--- src/rtl/tmr_vote_stage.sv ---
// Two-stage triple-modular-redundancy voter with ready/valid handshake,
// per-replica fault tracking (OK/SUSPECT/DEGRADED/FATAL) and a saturating error counter.
module tmr_vote_stage #(
  parameter int WIDTH       = 2,
  parameter int CNT_W       = 8,
  parameter int DEAD_THRESH = 3
) (
  input  logic             clk,
  input  logic             rst_n,
  input  logic             clr,
  input  logic             in_valid,
  output logic             in_ready,
  input  logic [WIDTH-1:0] in_a,
  input  logic [WIDTH-1:0] in_b,
  input  logic [WIDTH-1:0] in_c,
  output logic             out_valid,
  input  logic             out_ready,
  output logic [WIDTH-1:0] out_data,
  output logic             err,
  output logic             err_sticky,
  output logic             fatal,
  output logic [2:0]       fault_mask,
  output logic [CNT_W-1:0] err_count
);

  localparam int RUN_W = (DEAD_THRESH < 2) ? 1 : $clog2(DEAD_THRESH + 1);
  localparam logic [RUN_W:0]   THRESH_V  = (RUN_W+1)'(DEAD_THRESH);
  localparam logic [RUN_W-1:0] RUN_ONE   = RUN_W'(1);
  localparam logic [RUN_W:0]   RUN_ONE_X = (RUN_W+1)'(1);
  localparam logic [CNT_W-1:0] CNT_MAX   = {CNT_W{1'b1}};
  localparam logic [CNT_W-1:0] CNT_ONE   = CNT_W'(1);

  typedef enum logic [1:0] {
    ST_OK       = 2'd0,
    ST_SUSPECT  = 2'd1,
    ST_DEGRADED = 2'd2,
    ST_FATAL    = 2'd3
  } state_e;

  function automatic logic [WIDTH-1:0] maj3(input logic [WIDTH-1:0] a,
                                            input logic [WIDTH-1:0] b,
                                            input logic [WIDTH-1:0] c);
    return (a & b) | (a & c) | (b & c);
  endfunction

  function automatic logic [1:0] first_set(input logic [2:0] m);
    if (m[0]) return 2'd0;
    else if (m[1]) return 2'd1;
    else return 2'd2;
  endfunction

  function automatic logic [2:0] idx_onehot(input logic [1:0] idx);
    case (idx)
      2'd0:    return 3'b001;
      2'd1:    return 3'b010;
      default: return 3'b100;
    endcase
  endfunction

  logic             s1_valid_q;
  logic [WIDTH-1:0] s1_a_q, s1_b_q, s1_c_q;
  logic             out_valid_q, err_q;
  logic [WIDTH-1:0] out_data_q;
  state_e           state_q;
  logic [1:0]       suspect_q;
  logic [RUN_W-1:0] run_q;
  logic [2:0]       fault_mask_q;
  logic [CNT_W-1:0] err_count_q;
  logic             err_sticky_q, fatal_q;

  logic             s2_take_s, adv_s, accept_s;
  logic [WIDTH-1:0] vote_d;
  logic             err_d, uncorr_s, multi_s;
  logic [2:0]       mis_s;
  logic [1:0]       mis_idx_s;
  logic [RUN_W:0]   run_inc_s;

  assign s2_take_s = !out_valid_q || out_ready;
  assign adv_s     = s1_valid_q && s2_take_s;
  assign in_ready  = !s1_valid_q || s2_take_s;
  assign accept_s  = in_valid && in_ready;
  assign run_inc_s = {1'b0, run_q} + RUN_ONE_X;

  // Vote over live replicas; with one replica dead the lower-index live one wins a tie-break.
  always_comb begin
    vote_d   = maj3(s1_a_q, s1_b_q, s1_c_q);
    uncorr_s = 1'b0;
    case (fault_mask_q)
      3'b001: begin
        vote_d   = s1_b_q;
        uncorr_s = (s1_b_q != s1_c_q);
      end
      3'b010: begin
        vote_d   = s1_a_q;
        uncorr_s = (s1_a_q != s1_c_q);
      end
      3'b100: begin
        vote_d   = s1_a_q;
        uncorr_s = (s1_a_q != s1_b_q);
      end
      default: begin
        vote_d   = maj3(s1_a_q, s1_b_q, s1_c_q);
        uncorr_s = 1'b0;
      end
    endcase
    mis_s[0]  = !fault_mask_q[0] && (s1_a_q != vote_d);
    mis_s[1]  = !fault_mask_q[1] && (s1_b_q != vote_d);
    mis_s[2]  = !fault_mask_q[2] && (s1_c_q != vote_d);
    multi_s   = (mis_s[0] & mis_s[1]) | (mis_s[0] & mis_s[2]) | (mis_s[1] & mis_s[2]);
    err_d     = (|mis_s) || uncorr_s;
    mis_idx_s = first_set(mis_s);
  end

  // Stage 1: capture replicas on handshake.
  always_ff @(posedge clk or negedge rst_n) begin
    if (!rst_n) begin
      s1_valid_q <= 1'b0;
      s1_a_q     <= '0;
      s1_b_q     <= '0;
      s1_c_q     <= '0;
    end else begin
      if (in_ready) s1_valid_q <= in_valid;
      if (accept_s) begin
        s1_a_q <= in_a;
        s1_b_q <= in_b;
        s1_c_q <= in_c;
      end
    end
  end

  // Stage 2: voted result and its error flag, held while the sink stalls.
  always_ff @(posedge clk or negedge rst_n) begin
    if (!rst_n) begin
      out_valid_q <= 1'b0;
      out_data_q  <= '0;
      err_q       <= 1'b0;
    end else if (s2_take_s) begin
      out_valid_q <= s1_valid_q;
      if (s1_valid_q) begin
        out_data_q <= vote_d;
        err_q      <= err_d;
      end
    end
  end

  // Error FSM and counters; evaluated only when a beat moves S1->S2, clr has priority.
  always_ff @(posedge clk or negedge rst_n) begin
    if (!rst_n) begin
      state_q      <= ST_OK;
      suspect_q    <= 2'd0;
      run_q        <= '0;
      fault_mask_q <= 3'b000;
      err_count_q  <= '0;
      err_sticky_q <= 1'b0;
      fatal_q      <= 1'b0;
    end else if (clr) begin
      state_q      <= ST_OK;
      suspect_q    <= 2'd0;
      run_q        <= '0;
      fault_mask_q <= 3'b000;
      err_count_q  <= '0;
      err_sticky_q <= 1'b0;
      fatal_q      <= 1'b0;
    end else if (adv_s) begin
      if (err_d) begin
        err_sticky_q <= 1'b1;
        if (err_count_q != CNT_MAX) err_count_q <= err_count_q + CNT_ONE;
      end
      if (multi_s || uncorr_s) begin
        state_q <= ST_FATAL;
        fatal_q <= 1'b1;
      end else begin
        case (state_q)
          ST_OK: begin
            if (mis_s != 3'b000) begin
              suspect_q <= mis_idx_s;
              run_q     <= RUN_ONE;
              if (RUN_ONE_X >= THRESH_V) begin
                state_q      <= ST_DEGRADED;
                fault_mask_q <= fault_mask_q | idx_onehot(mis_idx_s);
              end else begin
                state_q <= ST_SUSPECT;
              end
            end else begin
              state_q <= ST_OK;
              run_q   <= '0;
            end
          end
          ST_SUSPECT: begin
            if (mis_s == 3'b000) begin
              state_q <= ST_OK;
              run_q   <= '0;
            end else if (mis_idx_s == suspect_q) begin
              run_q <= run_inc_s[RUN_W-1:0];
              if (run_inc_s >= THRESH_V) begin
                state_q      <= ST_DEGRADED;
                fault_mask_q <= fault_mask_q | idx_onehot(mis_idx_s);
              end else begin
                state_q <= ST_SUSPECT;
              end
            end else begin
              state_q   <= ST_SUSPECT;
              suspect_q <= mis_idx_s;
              run_q     <= RUN_ONE;
            end
          end
          ST_DEGRADED: state_q <= ST_DEGRADED;
          ST_FATAL:    state_q <= ST_FATAL;
          default:     state_q <= ST_OK;
        endcase
      end
    end
  end

  assign out_valid  = out_valid_q;
  assign out_data   = out_data_q;
  assign err        = err_q;
  assign err_sticky = err_sticky_q;
  assign fatal      = fatal_q;
  assign fault_mask = fault_mask_q;
  assign err_count  = err_count_q;

endmodule

--- config.mk ---
export PLATFORM = sky130hd
export DESIGN_NAME = tmr_vote_stage
export DESIGN_NICKNAME = d
export VERILOG_FILES = /design/src/rtl/tmr_vote_stage.sv
export SDC_FILE = /design/constraint.sdc
export NUM_CORES = 1
export LEC_CHECK = 0
export ABC_AREA = 1
export CAP_MARGIN = 20
export CORE_MARGIN = 1.5
export CORE_UTILIZATION = 35
export DETAILED_ROUTE_END_ITERATION = 8
export GPL_TIMING_DRIVEN = 0
export PLACE_DENSITY = 0.57
export SLEW_MARGIN = 20
export SYNTH_ARGS = -nofsm -noshare
export SYNTH_HDL_FRONTEND = slang
export SYNTH_SLANG_ARGS = --single-unit
--- constraint.sdc ---
create_clock -name clk -period 5.4 [get_ports clk]
set_input_delay 0.81 -clock clk [delete_from_list [all_inputs] [get_ports clk]]
set_output_delay 0.81 -clock clk [all_outputs]
set_load 0.005 [all_outputs]
# ---- Yosys cells after proc, flatten, opt, wreduce, memory -nomap -nowiden
# Cells that the tools add are included.
dict set report classes {
  n_addsub 2
  eq_ne 20
  n_bitwise 11
  n_mux 50
  reduce_logical 35
  order_cmp 1
}
# operator count
set op_table {}
lappend op_table {{3-bit 2-to-1 mux} 14}
lappend op_table {{2-bit 2-to-1 mux} 19}
lappend op_table {{8-bit 2-to-1 mux} 4}
lappend op_table {{2-bit nonzero test} 7}
lappend op_table {{2-bit != test} 6}
lappend op_table {{2-bit case mux with 2 select lines} 3}
lappend op_table {{6-bit AND reduction} 2}
lappend op_table {{3-bit != test, second input constant} 3}
lappend op_table {{8-bit by 1-bit adder with 8-bit output, second input constant} 1}
lappend op_table {{8-bit != test, second input constant} 1}
lappend op_table {{2-bit case mux with 4 select lines} 1}
lappend op_table {{1-bit 2-to-1 mux} 7}
lappend op_table {{2-bit AND} 3}
lappend op_table {{3-bit case mux with 2 select lines} 1}
lappend op_table {{2-bit AND reduction} 3}
lappend op_table {{3-bit AND reduction} 2}
lappend op_table {{3-bit nonzero test} 2}
lappend op_table {{1-bit logical AND} 5}
lappend op_table {{1-bit zero test} 5}
lappend op_table {{2-bit by 1-bit equality test with 1-bit output, second input constant} 2}
lappend op_table {{2-bit equality test, second input constant} 2}
lappend op_table {{2-bit zero test} 2}
lappend op_table {{1-bit logical OR} 4}
lappend op_table {{2-bit != test, second input constant} 2}
lappend op_table {{14 further kinds} 18}
dict set report word_totals {
  inputBits 11
  out_inout_bits 18
  register_bits 30
  word_cells 133
}

# ---- Longest topological paths before layout
# Gate-level depths: netlist of the first run.
dict set report logic_depth {
  ltp_word 25
  ltp_mapped 19
  mapped_depth_nobuf 19
}

# ---- Worst setup path after synthesis of the first run
# No wires, ideal clock.
dict set report synth_timing {
  path_kind {reg-to-reg}
  from {register s1_b_q[1]}
  to {register err_count_q[2], in the netlist err_count[2]}
  synth_period_minus_slack_ns 1.961
  setup_time_ns 0.121
  path_buffers 1
  arrival_time_ns 1.840
  path_stages_with_launch 16
  setup_slack_ns 3.439
  required_time_ns 5.279
  cell_sequence {dfrtp_1 ha_1 nand3b_1 nand3_2 nand3_2 nand2_1 nand2_1 inv_2 nand2_1 nand2_2 nand3_2 o21ai_2 nand2_2 nand2_4 buf_8 o21ai_1}
}
dict set report synth_via {
  elab_chain_len 10
  word_cells_on_any_way 18
  classes_between {eq/ne: 5; mux: 2; bitwise: 4; reduce/logical: 7}
}
# item line_no
set synth_rtl {}
lappend synth_rtl {{start, declared} 61} ;# logic [WIDTH-1:0] s1_a_q, s1_b_q, s1_c_q;
lappend synth_rtl {{start signal, assigned} 125} ;# s1_b_q <= in_b;
lappend synth_rtl {{2-bit AND} 43} ;# return (a & b) | (a & c) | (b & c);
lappend synth_rtl {{2-bit bitwise OR (2 in series)} 43}
lappend synth_rtl {{2-bit case mux with 2 select lines} 88} ;# case (fault_mask_q)
lappend synth_rtl {{2-bit != test (on tied branches)} {106, 107, 108}}
lappend synth_rtl {{1-bit logical AND (on tied branches)} {106, 107, 108}}
lappend synth_rtl {{3-bit OR reduction} 110} ;# err_d = (|mis_s) || uncorr_s;
lappend synth_rtl {{1-bit logical OR *} 110}
lappend synth_rtl {{2-bit nonzero test (no line) *} n/a}
lappend synth_rtl {{3-bit AND reduction (no line) *} n/a}
lappend synth_rtl {{end signal, assigned} 167} ;# if (err_count_q != CNT_MAX) err_count_q <= err_count_q + CNT_ONE;
lappend synth_rtl {{end, declared} 68} ;# logic [CNT_W-1:0] err_count_q;
# Every way passes the cells marked *; elsewhere a longest branch is shown, timed or not.
# A chain may end at the register's enable or synchronous reset.

# ---- Final worst setup path of the first run
dict set report layout_timing {
  from {input out_ready}
  to {output in_ready}
}
dict set report layout_via {
  elab_chain_len 2
}
# item line_no
set layout_rtl {}
lappend layout_rtl {{start, declared} 17} ;# input logic out_ready,
lappend layout_rtl {{1-bit logical OR} 78} ;# assign s2_take_s = !out_valid_q || out_ready;
lappend layout_rtl {{1-bit logical OR} 80} ;# assign in_ready = !s1_valid_q || s2_take_s;
lappend layout_rtl {{end, declared} 12} ;# output logic in_ready,
# Every way passes these cells.

==> metrics, run 1 <==
GPL Wtd Cong 0.785; Pre-antenna DRT Iters 4; CTS clk-pin slew, worst paths 0.07 ns; Req. time, crit path 4.59 ns; pre-CTS worst setup slack 2.67 ns; Post-Synthesis Cells 252; Crit path top cell by count clkdlybuf4s50_1; CTS tree built; crit-path leading delay family buffers and inverters; vias in the first global route 1,649; Worst Path Arrival 1.91 ns; post-CTS setup buffers 0; worst skew pair latency 0.28 ns; first-pass GRT wire length 7470 um; max incr delay on CP 0.51 ns; layout cells sized above 1 15.9%; CTS Sinks 30; Worst Setup End Kind output port; Rel. slew slack 70.2%; vias per cell 4.71; CTS max path bufs 2; synthesis-to-layout area growth 25.6%; grt ovf 0; setup TNS 0 ns; mapped cell area 0.00193 mm^2; WHS 0.465 ns; Area contributors post-synth dfrtp_1 (39%), nand2_1 (14%), nand3_1 (4.9%); DIE AREA 0.00596 mm^2; largest net degree at the start of global routing 31; Synth area leader dfrtp_1; placed cell area 0.00231 mm^2; drt drc 0; cell count after placement 351; leakage power 1.15 nW; Final Cycle Share 50.4%; GRT Total Usage 15.6%; Max Slew Vio Count 0; worst hold path type input port to asynchronous set/reset pin; Util after Layout 46.5%; cts bufs inserted 5; buffers and inverters on the worst path 3; nets@finish 304; worst vdd ir 0.000164 V; Least-Margin Pin Slew 0.447 ns; CP Cell Sequence clkdlybuf4s50_1 -> inv_1 -> nand3_1 -> clkdlybuf4s50_1; total power draw 0.741 mW; Core Region 0.00520 mm^2; diode count 0; # port buffers 28; DRT iter0 DRCs 57; Avg Inst Size Synth 7.64 um^2; post-layout instance area 0.00242 mm^2; Layout Skew 0.00734 ns; Placement Rows 26; total number of vias 1,690; Min Clock Period, post-route 2.72 ns; Root Driver clkbuf_8; wire length per cell 11.3 um; io pins 29; initial core utilization 37.0%; worst-path fanout max 3; status finished, final reports clean; post-synth top area share 39.0%; Post-DP HPWL 3090 um; flops & latches, synth 30; Max H-tree Level 2; synth unique cells 30; Finish-stage setup viols 0; # Max-Cap Violations 0; Routed Wire Length 4060 um; synth warn 0; Hold-fix buffers, CTS 0; RSZ-0062 raised after global routing no; register area share after synthesis 39.0%; die height 77.2 um; pwr dens 306 mW/mm^2; Max Clock Freq 367 MHz; Hold Vio Cnt, Final 0; Die X-Extent 77.2 um; Non-Filler Instances 359; worst setup margin 2.68 ns; post-CTS sizing 0; Syn Nets 268; Final ANT Viol Nets 0; initial antenna violation count 0; critical path type input port to output port; CP Launch Type input port; Crit-path slowest cell clkdlybuf4s50_1
[cell families after synthesis]
group	synth area share [%]
simple gates	39.6
fa+ha+maj	3.25
compound gates	8.32
buf+inv	6.50
mux	0.585
flops	39.0
xor+xnor	2.73
[synth_stat cells]
library cell,number
nand2_1,70
or3_1,1
buf_8,1
ha_1,5
inv_2,4
o21ai_1,7
a22o_1,1
o22ai_1,1
inv_1,22
nand2_4,3
xor2_1,6
nand3_1,19
nor2_4,1
nand3_4,2
dfrtp_1,30
nand4_1,8
nand2_2,8
o21ai_2,3
a41oi_1,1
buf_2,1
nand3_2,4
nor2_1,23
nor2_2,3
nand3b_1,4
or2_2,5
mux2_2,1
o21ai_0,5
clkbuf_1,2
a21oi_1,10
nand4_2,1
[layout make-up]
type | instances | area (um^2)
flip-flops and latches | 30 | 751
repair buffers | 29 | 295
inverters | 26 | 97.6
plain buffers | 4 | 27.5
multi-input cells | 192 | 1050
clock inverters | 2 | 37.5
clock buffers | 6 | 72.6
well taps | 70 | 87.6
fillers | 553 | 2790
[path summary, 6_finish.rpt]
check | start | end | slack [ns] | depth (start not counted)
max | out_ready | in_ready | 2.68 | 4
max in group asynchronous | rst_n | fatal$_DFFE_PN0P_ | 4.76 | 2
min reg2reg | out_data[0]$_DFFE_PN0P_ | out_data[0]$_DFFE_PN0P_ | 0.49 | 2
min | rst_n | fault_mask[2]$_DFFE_PN0P_ | 0.47 | 2
min in group clk | out_data[0]$_DFFE_PN0P_ | out_data[0]$_DFFE_PN0P_ | 0.49 | 2
max reg2reg | fault_mask[1]$_DFFE_PN0P_ | err_count[1]$_DFFE_PN0P_ | 3.13 | 15
[registers in the layout, indices dropped and copies added (netlist names)]
name / count
err_sticky: 1
err: 1
suspect_q: 2
s1_c_q: 2
fault_mask: 3
s1_a_q: 2
out_data: 2
fatal: 1
err_count: 8
run_q: 2
state_q: 2
s1_valid_q: 1
s1_b_q: 2
out_valid: 1
[layout by cell type (no fill, tap or decap)]
master	synthesis	routed
or3_1	1	1
nor2_1	23	23
nand2_4	3	3
nand2_2	8	8
nor2_2	3	3
nand3b_1	4	4
a41oi_1	1	1
buf_2	1	2
o21ai_0	5	5
buf_8	1	1
o22ai_1	1	1
nand2_1	70	70
a22o_1	1	1
o21ai_1	7	7
clkinvlp_4	0	1
dfrtp_1	30	30
nand4_2	1	1
clkbuf_1	2	3
nand4_1	8	8
bufinv_16	0	1
inv_2	4	4
xor2_1	6	6
nand3_1	19	19
inv_1	22	22
buf_12	0	1
nand3_4	2	2
nor2_4	1	1
clkbuf_8	0	5
a21oi_1	10	10
clkdlybuf4s50_1	0	27
ha_1	5	5
o21ai_2	3	3
mux2_2	1	1
nand3_2	4	4
or2_2	5	5
[worst register-to-register path, cell delays in order, from the launching register on]
cell     delay [ns]
dfrtp_1        0.43
inv_2          0.15
nand3_2        0.18
nand2_2        0.13
nand3_4        0.09
nand2_4        0.10
nand2_1        0.05
nand2_1        0.09
nand2_2        0.07
nand2_2        0.12
nand3_2        0.13
o21ai_2        0.21
nand2_2        0.09
nand2_4        0.11
buf_8          0.15
o21ai_1        0.07
[report_power, final]
part	internal, mW	total (mW)	switching [mW]
combinational	0.102	0.232	0.130
clock	0.138	0.226	0.0886
sequential	0.254	0.283	0.0284
total	0.493	0.741	0.247
[routing by layer]
layer	track usage [%]	routed length, um
met1	20.7	2030
met2	24.6	1820
met4	5.82	34
met5	0	0
met3	3.69	163
Note: power is estimated with default switching activity, not from simulation.
==> run 2, diff against run 1 <==
PLACE_DENSITY = 0.59   (was 0.57)
clock period = 2.2 ns   (was 5.4 ns; I/O delays follow)
==> run 2 against run 1 <==
Clock-buffer cell count is 1 higher. Critical path depth is 13 higher. Worst hold slack worse by 0.39 ns. Critical path type is now flip-flop to flip-flop. Critical endpoint is now suspect_q[0]$_DFFE_PN0P_. Largest cell class unchanged.
==> metrics, run 2 (synthesis gave the netlist of run 1 again) <==
DRT iter0 DRCs 86 (+51%); CTS tree built; grt ovf 0 (unchanged); Min Clock Period, post-route 2.18 ns; Finish-stage setup viols 0 (unchanged); wire length per cell 12.3 um (+8.7%); worst-path fanout max 5 (+2); pre-CTS worst setup slack -0.0630 ns (-2.73 ns); vias per cell 4.84 (+2.8%); Storage cell area 756 um^2 (+0.67%); commonest non-fill, non-tap cell in the layout nand2_1; most frequent cells in the layout nand2_1 (62), clkdlybuf4s50_1 (27), dfrtp_1 (26), inv_1 (22), nor2_1 (20); pwr dens 689 mW/mm^2 (+120%); Routed Wire Length 4570 um (+13%); synthesis-to-layout area growth 36.8%; worst skew pair latency 0.29 ns (about the same); Hold-fix buffers, CTS 0 (unchanged); Util after Layout 50.6% (+4.2 points); layout cells sized above 1 26.5% (+11 points); filler instances 521 (-5.8%); Non-Filler Instances 372 (+3.6%); # Max-Cap Violations 0 (unchanged); Placement Rows 26 (unchanged); CTS clk-pin slew, worst paths 0.07 ns (about the same); CP Cell Sequence ha_2 -> nand3b_1 -> nand3_4 -> nand3_4 -> nand2_2 -> nand2_2 -> inv_2 -> nand2_2 -> nand2_4 -> nor2_2 -> nor2_1 -> nand2_2 -> nor2_4 -> nand2_2 -> nand2_1 -> nand2_1 -> nor2_2; Crit-path slowest cell dfrtp_2; nets@finish 318 (+4.6%); max incr delay on CP 0.43 ns (-0.08 ns); Max Clock Freq 458 MHz; Layout Skew 0.00810 ns (+0.000758 ns); Crit path top cell by count nand2_2; Final Cycle Share 99.2%; Max Slew Vio Count 0 (unchanged); die height 77.2 um (unchanged); critical path type flip-flop to flip-flop; vias in the first global route 1,631 (-1.1%); Max H-tree Level 2 (unchanged); area of the multi-input gates 0.00118 mm^2 (+12%); Req. time, crit path 2.42 ns (-2.17 ns); initial antenna violation count 0 (unchanged); CTS Sinks 30 (unchanged); DIE AREA 0.00596 mm^2 (unchanged); setup TNS 0 ns (unchanged); Core Region 0.00520 mm^2 (unchanged); Worst Setup End Kind flip-flop; cell count after placement 350 (-0.28%); first-pass GRT wire length 7510 um (+0.56%); RSZ-0062 raised after global routing yes; io pins 29 (unchanged); CTS max path bufs 2 (unchanged); Hold Vio Cnt, Final 0 (unchanged); cts bufs inserted 5 (unchanged); drt drc 0 (unchanged); Post-DP HPWL 3110 um (+0.86%); Die X-Extent 77.2 um (unchanged); diode count 0 (unchanged); leakage power 1.23 nW (+6.7%); largest net degree at the start of global routing 31 (unchanged); GRT Total Usage 15.9% (+0.35 points); status finished, final reports clean; initial core utilization 37.0% (unchanged); total number of vias 1,801 (+6.6%); Least-Margin Pin Slew 0.672 ns (+0.225 ns); GPL Wtd Cong 0.821 (+4.5%); Rel. slew slack 55.2% (-15 points); Root Driver clkbuf_8; worst setup margin 0.0184 ns (-2.66 ns); CP Launch Type flip-flop; WHS 0.0749 ns (-0.390 ns); Final ANT Viol Nets 0 (unchanged); max FFs per register 8 (unchanged); # port buffers 28 (unchanged); Pre-antenna DRT Iters 4 (unchanged); Worst Path Arrival 2.40 ns (+0.49 ns); worst hold path type input port to asynchronous set/reset pin; worst vdd ir 0.000312 V (+91%)
[run 2: changes by cell type in the layout (fill, tap and decap cells not counted), sizes merged]
| cell | before | now |
|---|---|---|
| buf | 4 | 17 |
| clkbuf | 8 | 10 |
| bufinv | 1 | 0 |
| clkinvlp | 1 | 0 |
[run 2: final cells by class]
| class | count | share of cell area [%] |
|---|---|---|
| multi-input cells | 192 | 44.7 |
| well taps | 70 | 3.32 |
| plain buffers | 4 | 1.04 |
| repair buffers | 43 | 15.4 |
| flip-flops and latches | 30 | 28.7 |
| inverters | 26 | 3.99 |
| clock buffers | 7 | 2.90 |
[run 2: where the power goes]
part,internal (mW),switching [mW],leakage [nW]
Combinational,0.310,0.382,0.815
Clock,0.218,0.212,0.0383
Sequential,0.625,0.0687,0.377
Total,1.15,0.663,1.23
[run 2: layer usage]
metal	GRT usage (%)	wire length, um	up-vias
met3	2.86	151	7
met4	6.55	61	0
met1	22.2	2320	837
li1	-	-	922
met5	0	0	-
met2	24.2	2040	35
[run 2: through the flow]
step | instance area [um^2] | power [mW]
after global placement | 2290 | 1.27
after detailed placement | 2290 | 1.27
after floorplan | 1930 | 1.07
after CTS | 2460 | 1.73
final | 2640 | 1.82
after global routing | 2640 | 1.94
[run 2: final timing paths]
check                                              from                        end  slack (ns)  cells past startpoint
worst max-delay path              s1_c_q[1]$_DFFE_PN0P_   suspect_q[0]$_DFFE_PN0P_        0.02                     17
worst min register to register  out_data[1]$_DFFE_PN0P_    out_data[1]$_DFFE_PN0P_        0.49                      2
max in group asynchronous                         rst_n  fault_mask[1]$_DFFE_PN0P_        1.66                      1
min in group clk                out_data[1]$_DFFE_PN0P_    out_data[1]$_DFFE_PN0P_        0.49                      2
worst max register to register    s1_c_q[1]$_DFFE_PN0P_   suspect_q[0]$_DFFE_PN0P_        0.02                     17
worst min-delay path                              rst_n      s1_a_q[1]$_DFFE_PN0P_        0.07                      1
[run 2: repair_timing]
action                                  CTS  global route
buffers inserted                          7             7
cloned                                    0             1
resized for setup                         8            29
endpoints found under the setup margin   13            17
pin swaps                                 1            16
[run 2: worst max-delay path, delay by kind of cell, from the launching register on]
kind                       cells  cell delay (ns)
adders and majority gates      1             0.18
buffers and inverters          1             0.06
and+or+nand+nor               15             1.46
DFF                            1             0.43
==> run 3, diff against run 2 <==
MAX_ROUTING_LAYER = met4   (was not set)
==> run 3 against run 2 <==
Utilization unchanged. Cell count unchanged. Critical path depth decreased by 3. Sequential share of layout area unchanged. First-iteration DRC count increased by 19%. Clock power about the same. Maximum frequency about the same. Total power about the same. Clock-buffer cell count unchanged.
==> metrics, run 3 (synthesis gave the netlist of run 1 again) <==
cts bufs inserted 5 (unchanged); P_int 1.15 mW (about the same); worst-path fanout max 8 (+3); grt ovf 0 (unchanged); Sw Pwr 0.665 mW (+0.19%); crit path launch s1_c_q[1]$_DFFE_PN0P_; cell count after placement 350 (unchanged); sw frac 36.6% (+0.043 points); Final ANT Viol Nets 0 (unchanged); Post-DP HPWL 3110 um (unchanged); CP Launch Type flip-flop; worst r2r src s1_c_q[1]$_DFFE_PN0P_; # port buffers 28 (unchanged); status finished, final reports clean; worst vdd ir 0.000312 V (about the same); CTS clk-pin slew, worst paths 0.07 ns (about the same); crit-path leading delay family simple AND/OR/NAND/NOR gates; initial antenna violation count 0 (unchanged); Hold-fix buffers, CTS 0 (unchanged); Worst Path Arrival 2.35 ns (-0.05 ns); Die X-Extent 77.2 um (unchanged); CP Cell Sequence ha_2 -> nand3b_1 -> nand3_4 -> nand3_4 -> xor2_2 -> inv_1 -> nand2_1 -> nand2_2 -> nand3_4 -> o21ai_4 -> nand2_2 -> nand2_4 -> clkbuf_16 -> o21ai_1; max incr delay on CP 0.43 ns (about the same); first-pass GRT wire length 7510 um (unchanged); largest net degree at the start of global routing 31 (unchanged); Least-Margin Pin Slew 0.672 ns (+0.000131 ns); Seq pwr share 38.2% (about the same); pwr dens 689 mW/mm^2 (about the same); nets@finish 318 (unchanged); Core Region 0.00520 mm^2 (unchanged); Non-Filler Instances 372 (unchanged); layout cells sized above 1 26.5% (unchanged); buffers and inverters on the worst path 2 (+1); max FFs per register 8 (unchanged); Req. time, crit path 2.37 ns (-0.05 ns); vias in the first global route 1,631 (unchanged); wire length per cell 12.3 um (about the same); RSZ-0062 raised after global routing yes; Finish-stage setup viols 0 (unchanged); Final Cycle Share 99.2% (about the same); setup TNS 0 ns (unchanged); initial core utilization 37.0% (unchanged); Max Clock Freq 458 MHz (about the same); Placement Rows 26 (unchanged); Worst Setup End Kind flip-flop; DIE AREA 0.00596 mm^2 (unchanged); total power draw 1.82 mW (about the same); DRT iter0 DRCs 102 (+19%); Layout Skew 0.00917 ns (+0.00106 ns); total number of vias 1,802 (+0.056%); Routed Wire Length 4560 um (about the same); # Max-Cap Violations 0 (unchanged); Min Clock Period, post-route 2.18 ns (+0.00101 ns); vias per cell 4.84 (about the same); leakage power 1.23 nW (unchanged); Crit path top cell by count nand3_4; Logic pwr share 38.1% (about the same); commonest non-fill, non-tap cell in the layout nand2_1; diode count 0 (unchanged); most frequent cells in the layout nand2_1 (62), clkdlybuf4s50_1 (27), dfrtp_1 (26), inv_1 (22), nor2_1 (20); Hold Vio Cnt, Final 0 (unchanged); Max H-tree Level 2 (unchanged); Pre-antenna DRT Iters 4 (unchanged); Clock power frac 23.7% (about the same); synthesis-to-layout area growth 36.8% (unchanged); CTS Sinks 30 (unchanged); drt drc 0 (unchanged); Rel. slew slack 55.2% (about the same); CTS max path bufs 2 (unchanged); Max Slew Vio Count 0 (unchanged); Root Driver clkbuf_8; WHS 0.0738 ns (-0.00114 ns); Util after Layout 50.6% (unchanged); worst hold path type input port to asynchronous set/reset pin; die height 77.2 um (unchanged); Crit-path slowest cell dfrtp_2; GRT Total Usage 16.4% (+0.45 points); CTS tree built; GPL Wtd Cong 0.833 (+1.5%); worst skew pair latency 0.29 ns (about the same); critical path type flip-flop to flip-flop; io pins 29 (unchanged)
==> run 3: stage by stage <==
step / setup slack (ns) / area, um^2
floorplan: 0.239 / 1930
global placement: -0.0603 / 2290
detailed placement: -0.0630 / 2290
CTS: -0.00683 / 2460
global route: -0.166 / 2640
finish: 0.0174 / 2640
==> run 3: path summary, 6_finish.rpt <==
check	slack, ns	cells after the start	endpoint
min in group clk	0.49	2	out_data[1]$_DFFE_PN0P_
max	0.02	14	err_count[5]$_DFFE_PN0P_
min	0.07	1	s1_a_q[1]$_DFFE_PN0P_
min reg2reg	0.49	2	out_data[1]$_DFFE_PN0P_
max reg2reg	0.02	14	err_count[5]$_DFFE_PN0P_
max in group asynchronous	1.66	1	fault_mask[1]$_DFFE_PN0P_
==> run 3: repair_timing <==
| action | CTS | global route |
|---|---|---|
| cloned | 0 | 1 |
| pin swaps | 1 | 16 |
| gates resized for setup | 8 | 29 |
| endpoints found under the hold margin | 0 | 0 |
| setup buffers | 7 | 7 |
| endpoints found under the setup margin | 13 | 17 |
==> run 3: power groups by stage <==
stage | logic [mW] | clock network [mW] | registers (mW)
floorplan | 0.376 | 0 | 0.693
global placement | 0.566 | 0 | 0.703
detailed placement | 0.568 | 0 | 0.703
CTS | 0.604 | 0.437 | 0.693
global route | 0.769 | 0.464 | 0.706
finish | 0.692 | 0.431 | 0.693
==> run 3: area by class of cell <==
| type | count | area (um^2) |
|---|---|---|
| Fill cell | 521 | 2570 |
| Tap cell | 70 | 87.6 |
| Multi-Input combinational cell | 192 | 1180 |
| Sequential cell | 30 | 756 |
| Timing Repair Buffer | 43 | 405 |
| Inverter | 26 | 105 |
| Clock buffer | 7 | 76.3 |
| Buffer | 4 | 27.5 |
==> run 3: layer usage <==
layer	global-route usage [%]	up-vias	part of all wire, %
met2	24.2	33	44
met1	22.2	840	51
met5	-	-	0
met3	2.86	7	3.2
li1	-	922	-
met4	6.55	0	1.3
